==> src/rtl/sevenseg_pkg.sv <==
// rtl/sevenseg_pkg.sv - shared types and constants for the seven-segment scan controller
// Purpose: extended digit code layout, scan FSM states and the blank code.
// Ports: none (package).
package sevenseg_pkg;

  typedef struct packed {
    logic       blank;
    logic       dp;
    logic       dash;
    logic [3:0] hex;
  } ext_code_t;

  typedef enum logic {
    GUARD = 1'b0,
    SHOW  = 1'b1
  } scan_state_t;

  localparam ext_code_t EXT_BLANK = 7'b100_0000;

endpackage

==> src/rtl/sevenseg_scan_ext_tick_gen.sv <==
// rtl/sevenseg_scan_ext_tick_gen.sv - dwell prescaler for the scan controller
// Purpose: free-running modulo-DIV counter with a synchronous clear.
// Ports:
//   clk   in  system clock
//   rst   in  synchronous active-high reset
//   clr   in  holds the count at zero while high
//   tick  out high for the one cycle the count equals DIV-1
module tick_gen
  import sevenseg_pkg::*;
#(
  parameter int DIV = 10
) (
  input  logic clk,
  input  logic rst,
  input  logic clr,
  output logic tick
);

  localparam int              W    = (DIV > 1) ? $clog2(DIV) : 1;
  localparam logic [W-1:0]    LAST = W'(DIV - 1);

  logic [W-1:0] cnt_q, cnt_d;

  always_comb begin
    cnt_d = cnt_q;
    if (clr || (cnt_q == LAST)) begin
      cnt_d = '0;
    end else begin
      cnt_d = cnt_q + 1'b1;
    end
  end

  always_ff @(posedge clk) begin
    if (rst) begin
      cnt_q <= '0;
    end else begin
      cnt_q <= cnt_d;
    end
  end

  assign tick = (cnt_q == LAST);

endmodule

==> src/rtl/sevenseg_scan_ext.sv <==
// rtl/sevenseg_scan_ext.sv - time-multiplexed scan controller for a common-anode display
// Purpose: shows one extended code per digit in turn, with an all-dark guard
//          interval between digits. Optional macro SEVENSEG_LZ_BLANK_EN enables
//          leading-zero blanking of the upper digits.
// Ports:
//   clk        in   system clock
//   rst        in   synchronous active-high reset
//   en         in   display enable, low keeps every digit dark
//   d_ext      in   7*NDIG codes, digit i at [7*i+6:7*i]
//   ext_out    out  registered code of the active digit, feeds the decoder
//   an_n       out  active-low anode enables, at most one low
//   digit_sel  out  index of the current digit
module sevenseg_scan_ext
  import sevenseg_pkg::*;
#(
  parameter int NDIG         = 8,
  parameter int CLK_FREQ     = 100_000_000,
  parameter int DIGIT_HZ     = 1000,
  parameter int BLANK_CYCLES = 100
) (
  input  logic                    clk,
  input  logic                    rst,
  input  logic                    en,
  input  logic [7*NDIG-1:0]       d_ext,
  output logic [6:0]              ext_out,
  output logic [NDIG-1:0]         an_n,
  output logic [$clog2(NDIG)-1:0] digit_sel
);

  localparam int               TICK_DIV   = CLK_FREQ / DIGIT_HZ;
  localparam int               SW         = $clog2(NDIG);
  localparam int               GW         = (BLANK_CYCLES > 1) ? $clog2(BLANK_CYCLES) : 1;
  localparam logic [SW-1:0]    LAST_DIG   = SW'(NDIG - 1);
  localparam logic [GW-1:0]    LAST_GUARD = GW'(BLANK_CYCLES - 1);
  localparam logic [NDIG-1:0]  ONE_HOT0   = {{(NDIG-1){1'b0}}, 1'b1};

  scan_state_t     state_q, state_d;
  logic [GW-1:0]   guard_q, guard_d;
  logic [SW-1:0]   sel_q, sel_d;
  logic [NDIG-1:0] an_q, an_d;
  ext_code_t       ext_q, ext_d;
  ext_code_t       sel_code;
  logic            tick;

  // The prescaler only runs during SHOW; holding it clear through every guard
  // cycle guarantees it starts from zero on each SHOW entry.
  tick_gen #(.DIV(TICK_DIV)) u_tick (
    .clk  (clk),
    .rst  (rst),
    .clr  (state_q == GUARD),
    .tick (tick)
  );

`ifdef SEVENSEG_LZ_BLANK_EN
  // Bit i set when digit i (i>0) is a plain zero and every digit above it is
  // either a plain zero or already blank. Walking downward from the top digit
  // keeps a running "everything above is dark" flag.
  function automatic logic [NDIG-1:0] lz_mask(input logic [7*NDIG-1:0] codes);
    logic [NDIG-1:0] m;
    logic            upper_dark;
    m          = '0;
    upper_dark = 1'b1;
    for (int i = NDIG - 1; i > 0; i--) begin
      if (upper_dark && (codes[7*i +: 7] == 7'b000_0000)) begin
        m[i] = 1'b1;
      end
      upper_dark = upper_dark && ((codes[7*i +: 7] == 7'b000_0000) || codes[7*i+6]);
    end
    return m;
  endfunction

  logic [NDIG-1:0] lz_m;
  assign lz_m = lz_mask(d_ext);

  always_comb begin
    sel_code = d_ext[7*int'(sel_q) +: 7];
    if (lz_m[sel_q]) begin
      sel_code = EXT_BLANK;
    end
  end
`else
  always_comb begin
    sel_code = d_ext[7*int'(sel_q) +: 7];
  end
`endif

  always_comb begin
    state_d = state_q;
    guard_d = guard_q;
    sel_d   = sel_q;
    an_d    = an_q;
    ext_d   = ext_q;
    if (!en) begin
      // Go dark immediately but keep the digit index so scanning resumes there.
      state_d = GUARD;
      guard_d = '0;
      an_d    = '1;
      ext_d   = EXT_BLANK;
    end else if (state_q == GUARD) begin
      if (guard_q == LAST_GUARD) begin
        state_d = SHOW;
        guard_d = '0;
        an_d    = ~(ONE_HOT0 << sel_q);
        ext_d   = sel_code;
      end else begin
        guard_d = guard_q + 1'b1;
      end
    end else begin
      if (tick) begin
        state_d = GUARD;
        an_d    = '1;
        ext_d   = EXT_BLANK;
        sel_d   = (sel_q == LAST_DIG) ? '0 : sel_q + 1'b1;
      end
    end
  end

  always_ff @(posedge clk) begin
    if (rst) begin
      state_q <= GUARD;
      guard_q <= '0;
      sel_q   <= '0;
      an_q    <= '1;
      ext_q   <= EXT_BLANK;
    end else begin
      state_q <= state_d;
      guard_q <= guard_d;
      sel_q   <= sel_d;
      an_q    <= an_d;
      ext_q   <= ext_d;
    end
  end

  assign ext_out   = ext_q;
  assign an_n      = an_q;
  assign digit_sel = sel_q;

endmodule

==> config.mk <==
export PLATFORM = sky130hd
export DESIGN_NAME = sevenseg_scan_ext
export DESIGN_NICKNAME = d
export VERILOG_FILES = /design/src/rtl/sevenseg_pkg.sv /design/src/rtl/sevenseg_scan_ext_tick_gen.sv /design/src/rtl/sevenseg_scan_ext.sv
export SDC_FILE = /design/constraint.sdc
export NUM_CORES = 1
export LEC_CHECK = 0
export BUFFER_PORTS_ARGS = -buffer_cell sky130_fd_sc_hd__buf_4
export CAP_MARGIN = 5
export CORE_UTILIZATION = 35
export DETAILED_ROUTE_END_ITERATION = 10
export HOLD_SLACK_MARGIN = 0.08
export SETUP_SLACK_MARGIN = 0.2
export SYNTH_ARGS = -nofsm -noshare
export SYNTH_HDL_FRONTEND = slang
export SYNTH_SLANG_ARGS = --single-unit
==> constraint.sdc <==
create_clock -name clk -period 6.6 [get_ports clk]
set_input_delay 0 -clock clk [delete_from_list [all_inputs] [get_ports clk]]
set_output_delay 0 -clock clk [all_outputs]
set_load 0.005 [all_outputs]
After elaboration in Yosys (flattened, before gate mapping)
Index checks and enable logic that the tools add are counted.
W data, S select, Z words.
- output and inout port bits: 18
- flip-flop bits (word level): 43
- logic and storage cells: 39
- shift-type cells: 2
- multipliers: 1
- reduce and logical (&&, ||, !) cells: 6
- add/subtract/negate cells: 3
- eq/ne operators: 4
- bitwise logic cells: 3
- mux-type cells: 11
- operators with widths (operator ; number):
    $shiftx A56 B7 Y7 ; 1
    $mux W7 ; 4
    $mux W8 ; 3
    $add A17 B1 Y17 const B ; 1
    $eq A17 B17 Y1 const B ; 1
    $not A8 Y8 ; 1
    $shl A1 B3 Y8 const A ; 1
    $add A7 B1 Y7 const B ; 1
    $eq A7 B7 Y1 const B ; 1
    $mul A3 B3 Y6 const A ; 1
    $reduce_or A2 Y1 ; 2
    $add A3 B1 Y3 const B ; 1
    $eq A3 B3 Y1 const B ; 1
    $mux W1 ; 3
    $mux W3 ; 1
    $reduce_and A3 Y1 ; 1
    $ne A2 B1 Y1 const B ; 1
    $not A1 Y1 ; 2
    $reduce_and A2 Y1 ; 1
    $reduce_bool A2 Y1 ; 1
    $logic_or A1 B1 Y1 ; 1

Logic depth before layout (Yosys ltp)
Gate-level depths: netlist of the first run.
- depth in word-level cells: 4
- mapped depth: 7
- gate-level depth less buffers: 5

Cells and area by module
Synthesis of the first run repeated with hierarchy kept, for this count alone.
- cell total of the unflattened synthesis: 240
- area total of the unflattened synthesis: 2378.5 um2
- modules (own cells, without submodules) (module ; area each (um2) ; instances ; cells each ; seq. area each (um2)):
    sevenseg_scan_ext ; 1592.8 ; 1 ; 152 ; 520.5
    tick_gen ; 785.8 ; 1 ; 88 ; 340.3

Worst setup path after synthesis of the first run
OpenSTA, ideal clock, no wires.
- path kind: reg2reg
- from: register sel_q[1] (netlist: digit_sel[1])
- to: register ext_q, in the netlist ext_out[0]
- required time: 6483 ps
- slack: 4392 ps
- period minus slack after synthesis: 2208 ps
- path buffers: 2
- cell stages (with the launch flop): 7
- arrival time: 2091 ps
- path through: dfxtp_1 -> clkbuf_1 -> buf_1 -> mux4_2 -> nand2_1 -> nand2_1 -> a22o_1
- cells in the longest elaborated chain, start to end: 4
- RTL lines (element ; RTL line ; source):
    start: declaration ; sevenseg_scan_ext.sv:39 ; logic [SW-1:0] sel_q, sel_d;
    start signal: assignment ; sevenseg_scan_ext.sv:128 ; sel_q <= sel_d;
    $mul A3 B3 Y6 ; sevenseg_scan_ext.sv:83 ; sel_code = d_ext[7*int'(sel_q) +: 7];
    $shiftx A56 B7 Y7 ; sevenseg_scan_ext.sv:83 ;
    $mux W7 ; sevenseg_scan_ext.sv:100 ; if (guard_q == LAST_GUARD) begin
    $mux W7 ; sevenseg_scan_ext.sv:99 ; end else if (state_q == GUARD) begin
    end signal: assignment ; sevenseg_scan_ext.sv:130 ; ext_q <= ext_d;
    end: declaration ; sevenseg_scan_ext.sv:41 ; ext_code_t ext_q, ext_d;
No other way between the ends. The select of a mux whose other input is x is not followed.
A chain may end at the register's enable or synchronous reset.

Worst setup path in the final report of the first run
- from: register u_tick.cnt_q[13]
- to: register ext_q, in the netlist ext_out[5]
- cells in the longest elaborated chain, start to end: 3
- RTL lines (element ; RTL line ; source):
    start: declaration ; sevenseg_scan_ext_tick_gen.sv:22 ; logic [W-1:0] cnt_q, cnt_d;
    start signal: assignment ; sevenseg_scan_ext_tick_gen.sv:37 ; cnt_q <= cnt_d;
    $eq A17 B17 Y1 ; sevenseg_scan_ext_tick_gen.sv:41 ; assign tick = (cnt_q == LAST);
    $ne A2 B1 Y1 (no line) ; n/a ;
    $reduce_and A2 Y1 (no line) ; n/a ;
No other way between the ends.

==> impl_metrics.tcl, run 1 <==
set metrics [dict create \
    synth_area_per_cell_um2 9.68 \
    synth.ff_latch_count 43 \
    grt_start_max_net_pins 23 \
    yosys.area_share.xor_xnor_pct 7.90 \
    critPathLaunchType "register" \
    fmaxAchievable_mhz 421 \
    irDropWorstVdd_v 0.000113 \
    hold_path_depth 4 \
    clock_tree.root_cell "clkbuf_8" \
    core-area_um2 6030 \
    die_y_um 81.6 \
    hp-start "d_ext[41]" \
    first_pass_grt_wire_length_mm 8.13 \
    synth.lib_cells_used.distinct 38 \
    clk_pin_slew_worst_paths_ps 80 \
    floorplan.io_pins 77 \
    htreeDepth 2 \
    layout.nets 371 \
    route.detailed.vias_per_inst 5.02 \
    first_pass_iters 4 \
    routabilityCongestion 0.744 \
    gr-total-overflow 0 \
    vias 1902 \
    area_delta_synth_final_pct 33.0 \
    worstSkewPairLatency_ps 290 \
    critPathArrivalTime_ps 2560 \
    critical_path_class "register to register" \
    floorplan.rows 28 \
    period_share_pct 36.0 \
    post-layout-total-power_mw 0.469 \
    p_leak_nw 1.17 \
    place.port_buffers 76 \
    first_global_vias 1685 \
    syn-num-nets 296 \
    yosys.area_share.simple_pct 20.7 \
    finalClockSkew_ps 4.51 \
    initial_core_util_pct 36.8 \
    final_layout_size_suffix_gt1_share_pct 32.6 \
    layout.cells.most_common "buf_4" \
    fillerInstances 584 \
    period_minus_slack_ps 2380 \
    detailroute.wirelength.met2_mm 2.71 \
    path_max_fanout 9 \
    status "finished, final reports clean" \
    top_signal_layer_used "met4" \
    synth-async-reset-ratio_pct 0 \
    die_footprint_um2 6660 \
    most-common-layout-cells "buf_4 (76), dfxtp_1 (43), nand2_1 (27)" \
    synth_top_family_by_area "simple AND/OR/NAND/NOR gates" \
    wl_mm 5.34 \
    cts_tree "built" \
    syn-cell-area_um2 2220 \
    detail-route-antenna-nets 0 \
    power_density_nw_per_um2 159 \
    max-clock-path-buffers 2 \
    worstReg2RegEnd "ext_out[5]" \
    syn_inst 229 \
    timing.setup.tns_ps 0 \
    route.detailed.wl_per_inst_um 14.1 \
    timing.final.setup_violations 0 \
    endpoint_kind "register" \
    place_hpwl_mm 4.07 \
    grt_setup_unrepaired "no" \
    timing.slew.headroom_pct 28.2 \
    synth-compound-area-share_pct 9.31 \
    yosys-mux-area-fraction_pct 15.1 \
    regToRegStartpoint "u_tick.cnt_q[13]" \
    drv.max_cap_violation_count 0 \
    met3_wirelength_um 133 \
    ys_warn_count 0 \
    floorplan.die.width_um 81.6 \
    postCtsResizedCells 0 \
    tritoncts_num_sinks 43 \
    grt_use_total_pct 16.2 \
    final-max-slew-violation-count 0 \
    drc 0 \
    tritoncts.num_buffers 5 \
    synth_fa_ha_area_share_pct 4.51 \
    antenna_found_initial 0 \
    drt_iter0_drc 73 \
    seq_area_frac_synth_pct 38.8 \
    antenna_cells_inserted 0 \
    detail_route.wirelength.met1_mm 2.42 \
    rr_worst_depth 4 \
    final_hold_viol_count 0 \
    dominantRegCellSynth "dfxtp_1" \
    synth_edf_count 0 \
    tightest_slew_ps 1070 \
    timing.reg2reg.setup_slack_ps 4220 \
    crit_required_ps 6780 \
    worstHoldPathType "input pin to register" \
    hold_path_end "ext_out[6]" \
]
[metal layers]
metal  vias up  GRT usage (%)
li1        978              -
met1       897           21.4
met2        21           25.4
met3         6           3.78
met4         0           6.67
met5         -              0
[final cells by class]
class | count | area, um^2 | share of cell area, %
timing repair buffer | 78 | 591 | 20.0
inverter | 11 | 41.3 | 1.40
multi-input combinational | 165 | 1270 | 43.2
clock buffer | 6 | 82.6 | 2.80
sequential | 43 | 861 | 29.2
tap | 75 | 93.8 | 3.18
clock inverter | 1 | 5.00 | 0.170
[worst max-delay path, cell delays in order, from the launching register on]
cell and delay (ps):
dfxtp_1 350, or4b_1 540, nor4_1 650, a21oi_1 410, a22o_1 320
[where the power goes]
part           internal (mW)  switching (mW)  leakage [nW]  total (mW)
combinational         0.0304          0.0110         0.780      0.0414
clock                 0.0821          0.0853        0.0470       0.167
sequential             0.260        0.000493         0.347       0.260
[synthesized netlist by cell type (all sizes together), types with 2 or more instances]
cell type	count	area (um^2)
a21o	2	15.0
nor2	26	97.6
a2bb2oi	4	35.0
xor2	7	61.3
or4	3	22.5
a32oi	3	26.3
nor4	4	25.0
nand2	27	101
a21oi	6	30.0
mux2i	2	20.0
or2	2	12.5
inv	10	37.5
ha	8	100
o211ai	2	15.0
nand4b	2	17.5
xnor2	13	114
nor2b	2	12.5
mux4	14	315
nor3	5	25.0
or4b	2	20.0
nand4	7	43.8
clkbuf	8	31.3
a22o	6	52.6
nand3	7	35.0
dfxtp	43	861
o21ai	3	15.0
buf	2	8.75
[sequential cells by signal, summed over array words and instances, names as in the netlist]
register	cells
digit_sel	3
an_n	8
ext_out	7
state_q	1
guard_q	7
u_tick.cnt_q	17
[timing repair]
action | in CTS | in global routing
endpoints found under the hold margin | 4 | 0
hold buffers | 2 | 0
setup buffers | 0 | 0
[how the worst max path moves through the flow]
stage,slack [ps],to,from
final,4220,ext_out[5],u_tick.cnt_q[13]
after global routing,3970,ext_out[1],u_tick.cnt_q[0]
after CTS,4230,ext_out[5],u_tick.cnt_q[13]
after detailed placement,4240,ext_out[5],u_tick.cnt_q[0]
after global placement,4250,ext_out[5],u_tick.cnt_q[13]
after floorplan,4390,ext_out[0],digit_sel[1]
[kinds of logic after synthesis]
| group | after synthesis |
|---|---|
| AO/OA/AOI/OAI | 28 |
| XOR/XNOR | 20 |
| adder cells (fa/ha/maj) | 8 |
| buffers and inverters | 21 |
| flip-flops | 43 |
| multiplexers | 16 |
| AND/OR/NAND/NOR | 93 |
[metrics by stage]
step	cells	cell area, um^2	hold slack, ps	worst slack [ps]	util (%)
CTS	379	2950	228	4230	48.9
floorplan	229	2220	69.1	4390	-
finish	379	2950	224	4220	48.9
detailed placement	370	2840	205	4240	47.2
global placement	370	2840	205	4250	47.2
global route	379	2950	244	3970	48.9
No activity file was read; power rests on OpenSTA's default activity.
==> run 2, diff against run 1 <==
==> constraint.sdc (replaced) <==
create_clock -name clk -period 2 [get_ports clk]
set_input_delay 0 -clock clk [delete_from_list [all_inputs] [get_ports clk]]
set_output_delay 0 -clock clk [all_outputs]
set_load 0.005 [all_outputs]
==> impl_metrics.tcl, run 2 (same netlist as run 1, synthesis figures left out) <==
set metrics [dict create \
    status "complete, but fails checks" \
    violations "negative setup slack" \
    htreeDepth 2 \
    path_max_fanout 4 \
    critPathLaunchType "register" \
    clock_tree.root_cell "clkbuf_8" \
    period_minus_slack_ps 2020 \
    tritoncts_num_sinks 43 \
    worstHoldPathType "input pin to register" \
    initial_core_util_pct 36.8 \
    cp_num_buf_inv 0 \
    first_global_vias 1893 \
    tightest_slew_ps 354 \
    route.detailed.vias_per_inst 4.97 \
    final_layout_size_suffix_gt1_share_pct 44.1 \
    register_area_um2 865 \
    drc 0 \
    floorplan.die.width_um 81.6 \
    drv.max_cap_violation_count 0 \
    critPathArrivalTime_ps 2250 \
    wl_mm 5.72 \
    final-max-slew-violation-count 0 \
    place.port_buffers 76 \
    antenna_cells_inserted 0 \
    finalClockSkew_ps 9.76 \
    area_delta_synth_final_pct 51.1 \
    most-common-layout-cells "buf_4 (107), dfxtp_1 (40), nand2_1 (27)" \
    critical_path_class "register to register" \
    crit_path_cell_trace "or4b_4 -> or4_4 -> or4_1 -> a21oi_1" \
    antenna_found_initial 0 \
    layout.core_utilization_pct 55.6 \
    clk_pin_slew_worst_paths_ps 90 \
    max-clock-path-buffers 2 \
    timing.slew.headroom_pct 76.2 \
    area_of_the_multi_input_gates_um2 1370 \
    grt_use_total_pct 16.8 \
    number_of_flip_flops_in_the_largest_register 17 \
    path_delay_family "simple AND/OR/NAND/NOR gates" \
    fmaxAchievable_mhz 496 \
    cp_slowest_cell "or4_4" \
    core-area_um2 6030 \
    grt_setup_unrepaired "yes" \
    tritoncts.num_buffers 5 \
    cts_tree "built" \
    floorplan.io_pins 77 \
    post-layout-total-power_mw 1.80 \
    timing.final.setup_violations 1 \
    postLayoutSetupSlackWorst_ps -17.2 \
    worst_path_largest_cell_delay_ps 570 \
    final_hold_viol_count 0 \
    stdcell_area_um2 3350 \
    worstSkewPairLatency_ps 290 \
    routabilityCongestion 0.806 \
    power_density_nw_per_um2 538 \
    gr-total-overflow 0 \
    drt_iter0_drc 49 \
    layout.nets 404 \
    fillerInstances 555 \
    grt_start_max_net_pins 18 \
    crit_required_ps 2230 \
    first_pass_grt_wire_length_mm 8.60 \
    die_y_um 81.6 \
    die_footprint_um2 6660 \
    floorplan.rows 28 \
    vias 2052 \
    period_share_pct 101 \
    first_pass_iters 4 \
    max_flop_register "u_tick.cnt_q" \
    endpoint_kind "register" \
    layout.cells.most_common "buf_4" \
    place_hpwl_mm 4.35 \
    p_leak_nw 1.40 \
    detail-route-antenna-nets 0 \
    route.detailed.wl_per_inst_um 13.8 \
    placed_area_um2 3060 \
    irDropWorstVdd_v 0.000521 \
]
-- run 2: report_power, final --
part	internal [mW]	switching (mW)	total [mW]
Clock	0.498	0.299	0.797
Combinational	0.105	0.0408	0.146
Sequential	0.857	0.00185	0.859
-- run 2: final cells by class --
type	count	area share, %
Tap cell	75	2.80
Inverter	11	1.23
Sequential cell	43	25.8
Clock buffer	5	2.05
Timing Repair Buffer	110	25.2
Multi-Input combinational cell	166	40.9
Clock inverter	3	2.02
-- run 2: repair_timing --
| action | in CTS | in global routing |
|---|---|---|
| endpoints found under the hold margin | 4 | 0 |
| resized for setup | 5 | 15 |
| hold buffers | 2 | 0 |
| gates cloned | 0 | 1 |
| setup endpoints to repair | 34 | 36 |
| pin swaps | 2 | 14 |
| setup buffers | 1 | 4 |
-- run 2: per-stage QoR --
step / hold WS, ps / TNS, ps / setup slack, ps / cells
after floorplan: 69.1 / -353 / -55.0 / 229
after global placement: 206 / -68.0 / -45.0 / 397
after detailed placement: 209 / -167 / -66.0 / 397
after CTS: 206 / -7.48 / -7.48 / 408
after global routing: 235 / -281 / -34.5 / 413
final: 208 / -17.2 / -17.2 / 413
-- run 2: path summary, 6_finish.rpt --
kind	from	to	slack [ps]	cells past startpoint
min reg2reg	an_n[5]	an_n[5]	450	2
max reg2reg	u_tick.cnt_q[5]	digit_sel[0]	-20	4
max	u_tick.cnt_q[5]	digit_sel[0]	-20	4
min	d_ext[6]	ext_out[6]	210	4
-- run 2: metal layers --
metal / vias up / global-route usage, % / wire length [um]
met5: - / 0 / 0
met3: 6 / 4.22 / 166
met4: 0 / 4.21 / 63
li1: 1045 / - / -
met2: 25 / 26.7 / 2820
met1: 976 / 22.8 / 2660
-- run 2: tightest hold or removal path, stage by stage --
cell and delay [ps]:
buf_4 70, mux4_2 210, mux2i_1 70, a2bb2oi_1 110
==> run 3, diff against run 2 <==
--- a/config.mk
+++ b/config.mk
@@ -8,8 +8,10 @@
 export BUFFER_PORTS_ARGS = -buffer_cell sky130_fd_sc_hd__buf_4
 export CAP_MARGIN = 5
 export CORE_UTILIZATION = 35
+export CTS_BUF_LIST = sky130_fd_sc_hd__clkbuf_8
 export DETAILED_ROUTE_END_ITERATION = 10
 export HOLD_SLACK_MARGIN = 0.08
+export MAX_ROUTING_LAYER = met4
 export SETUP_SLACK_MARGIN = 0.2
 export SYNTH_ARGS = -nofsm -noshare
 export SYNTH_HDL_FRONTEND = slang
==> impl_metrics.tcl, run 3 (same netlist as run 1, synthesis figures left out) <==
set metrics [dict create \
    layout.cells.most_common "buf_4" \
    die_y_um 81.6 \
    worstHoldPathType "input pin to register" \
    final-max-slew-violation-count 0 \
    postLayoutSetupSlackWorst_ps -16.6 \
    final_cell_count_no_fill 413 \
    critPathArrivalTime_ps 2250 \
    routabilityCongestion 0.818 \
    core-area_um2 6030 \
    status "complete, but fails checks" \
    route.detailed.vias_per_inst 4.98 \
    fmaxAchievable_mhz 496 \
    cellInternalPower_mw 1.46 \
    tritoncts.num_buffers 5 \
    detail-route-antenna-nets 0 \
    final_hold_viol_count 0 \
    grt_use_total_pct 17.3 \
    place.detailed.instances 397 \
    hold_path_depth 4 \
    place_hpwl_mm 4.35 \
    clk_pin_slew_worst_paths_ps 90 \
    finalClockSkew_ps 10.0 \
    number_of_flip_flops_in_the_largest_register 17 \
    most-common-layout-cells "buf_4 (107), dfxtp_1 (40), nand2_1 (27)" \
    timing.final.setup_violations 1 \
    first_pass_iters 4 \
    clock_power_share_pct 44.2 \
    critPathLaunchType "register" \
    initial_core_util_pct 36.8 \
    hp-start "d_ext[6]" \
    power_density_nw_per_um2 538 \
    antenna_found_initial 0 \
    floorplan.rows 28 \
    antenna_cells_inserted 0 \
    place.port_buffers 76 \
    max_flop_register "u_tick.cnt_q" \
    crit_required_ps 2230 \
    p_leak_nw 1.40 \
    critical_path_class "register to register" \
    net_switching_power_of_the_design_mw 0.341 \
    floorplan.die.width_um 81.6 \
    worstReg2RegEnd "digit_sel[0]" \
    power.share.sequential_pct 47.7 \
    worstSkewPairLatency_ps 290 \
    max-clock-path-buffers 2 \
    layout.core_utilization_pct 55.6 \
    timing.slew.headroom_pct 76.2 \
    combinationalPowerShare_pct 8.1 \
    layout.nets 404 \
    period_share_pct 101 \
    period_minus_slack_ps 2020 \
    endpoint_kind "register" \
    rr_worst_depth 4 \
    first_pass_grt_wire_length_mm 8.60 \
    vias 2055 \
    tritoncts_num_sinks 43 \
    drv.max_cap_violation_count 0 \
    cts_tree "built" \
    switching_share_pct 18.9 \
    final_layout_size_suffix_gt1_share_pct 44.1 \
    route.detailed.wl_per_inst_um 13.9 \
    gr-total-overflow 0 \
    path_max_fanout 4 \
    floorplan.io_pins 77 \
    violations "negative setup slack" \
    clock_tree.root_cell "clkbuf_8" \
    wl_mm 5.74 \
    area_delta_synth_final_pct 51.1 \
    irDropWorstVdd_v 0.000520 \
    drt_iter0_drc 55 \
    timing.reg2reg.setup_slack_ps -20 \
    first_global_vias 1893 \
    hold_path_end "ext_out[6]" \
    htreeDepth 2 \
    drc 0 \
    grt_setup_unrepaired "yes" \
    die_footprint_um2 6660 \
    grt_start_max_net_pins 18 \
    tightest_slew_ps 354 \
    regToRegStartpoint "u_tick.cnt_q[5]" \
]
-- run 3: cell counts in the layout (fill, tap and decap cells not counted) --
No cell type changed its count.
-- run 3: worst max-delay path, stage by stage, from the launching register on --
cell and delay [ps]:
dfxtp_2 330, or4b_4 530, or4_4 570, or4_1 420, a21oi_1 130
-- run 3: worst max path at each step --
stage | startpoint | endpoint | slack [ps] | cells after the start
6_report | u_tick.cnt_q[5] | digit_sel[0] | -20 | 4
5_1_grt | u_tick.cnt_q[5] | digit_sel[0] | -40 | 4
4_1_cts | u_tick.cnt_q[14] | digit_sel[0] | -7 | 4
3_5_place_dp | u_tick.cnt_q[5] | digit_sel[0] | -70 | 4
3_3_place_gp | u_tick.cnt_q[5] | digit_sel[0] | -40 | 4
2_1_floorplan | u_tick.cnt_q[5] | digit_sel[0] | -60 | 5
-- run 3: power by group through the flow --
stage	clock, mW	combinational, mW	sequential, mW
floorplan	0	0.0414	0.879
global placement	0	0.135	0.879
detailed placement	0	0.136	0.879
CTS	0.818	0.140	0.859
global route	0.851	0.157	0.860
finish	0.796	0.146	0.859
-- run 3: through the flow --
stage | cell area, um^2 | hold slack (ps) | TNS [ps] | total power [mW] | setup WS (ps)
after floorplan | 2220 | 69.1 | -353 | 0.920 | -55.0
after global placement | 3060 | 206 | -68.0 | 1.01 | -45.0
after detailed placement | 3060 | 209 | -167 | 1.02 | -66.0
after CTS | 3240 | 206 | -7.48 | 1.82 | -7.48
after global routing | 3350 | 235 | -304 | 1.87 | -36.8
final | 3350 | 209 | -16.6 | 1.80 | -16.6
-- run 3: layout make-up --
cell class              count  area, um^2
clock buffers               5        68.8
repair buffers            110         843
flip-flops and latches     43         865
multi-input cells         166        1370
clock inverters             3        67.6
inverters                  11        41.3
fillers                   555        2680
well taps                  75        93.8
-- run 3: routing by layer --
metal / GRT usage [%] / up-vias / routed length (um)
met4: 4.21 / 0 / 64
met3: 4.22 / 6 / 181
met1: 22.8 / 976 / 2660
met2: 26.7 / 29 / 2840
li1: - / 1044 / -
met5: - / - / 0
-- run 3: what timing repair did --
item,in CTS,in global routing
pin swaps,2,14
endpoints found under the setup margin,34,36
setup buffers,1,4
hold buffers,2,0
gates resized for setup,5,15
gates cloned,0,1
hold endpoints to repair,4,0
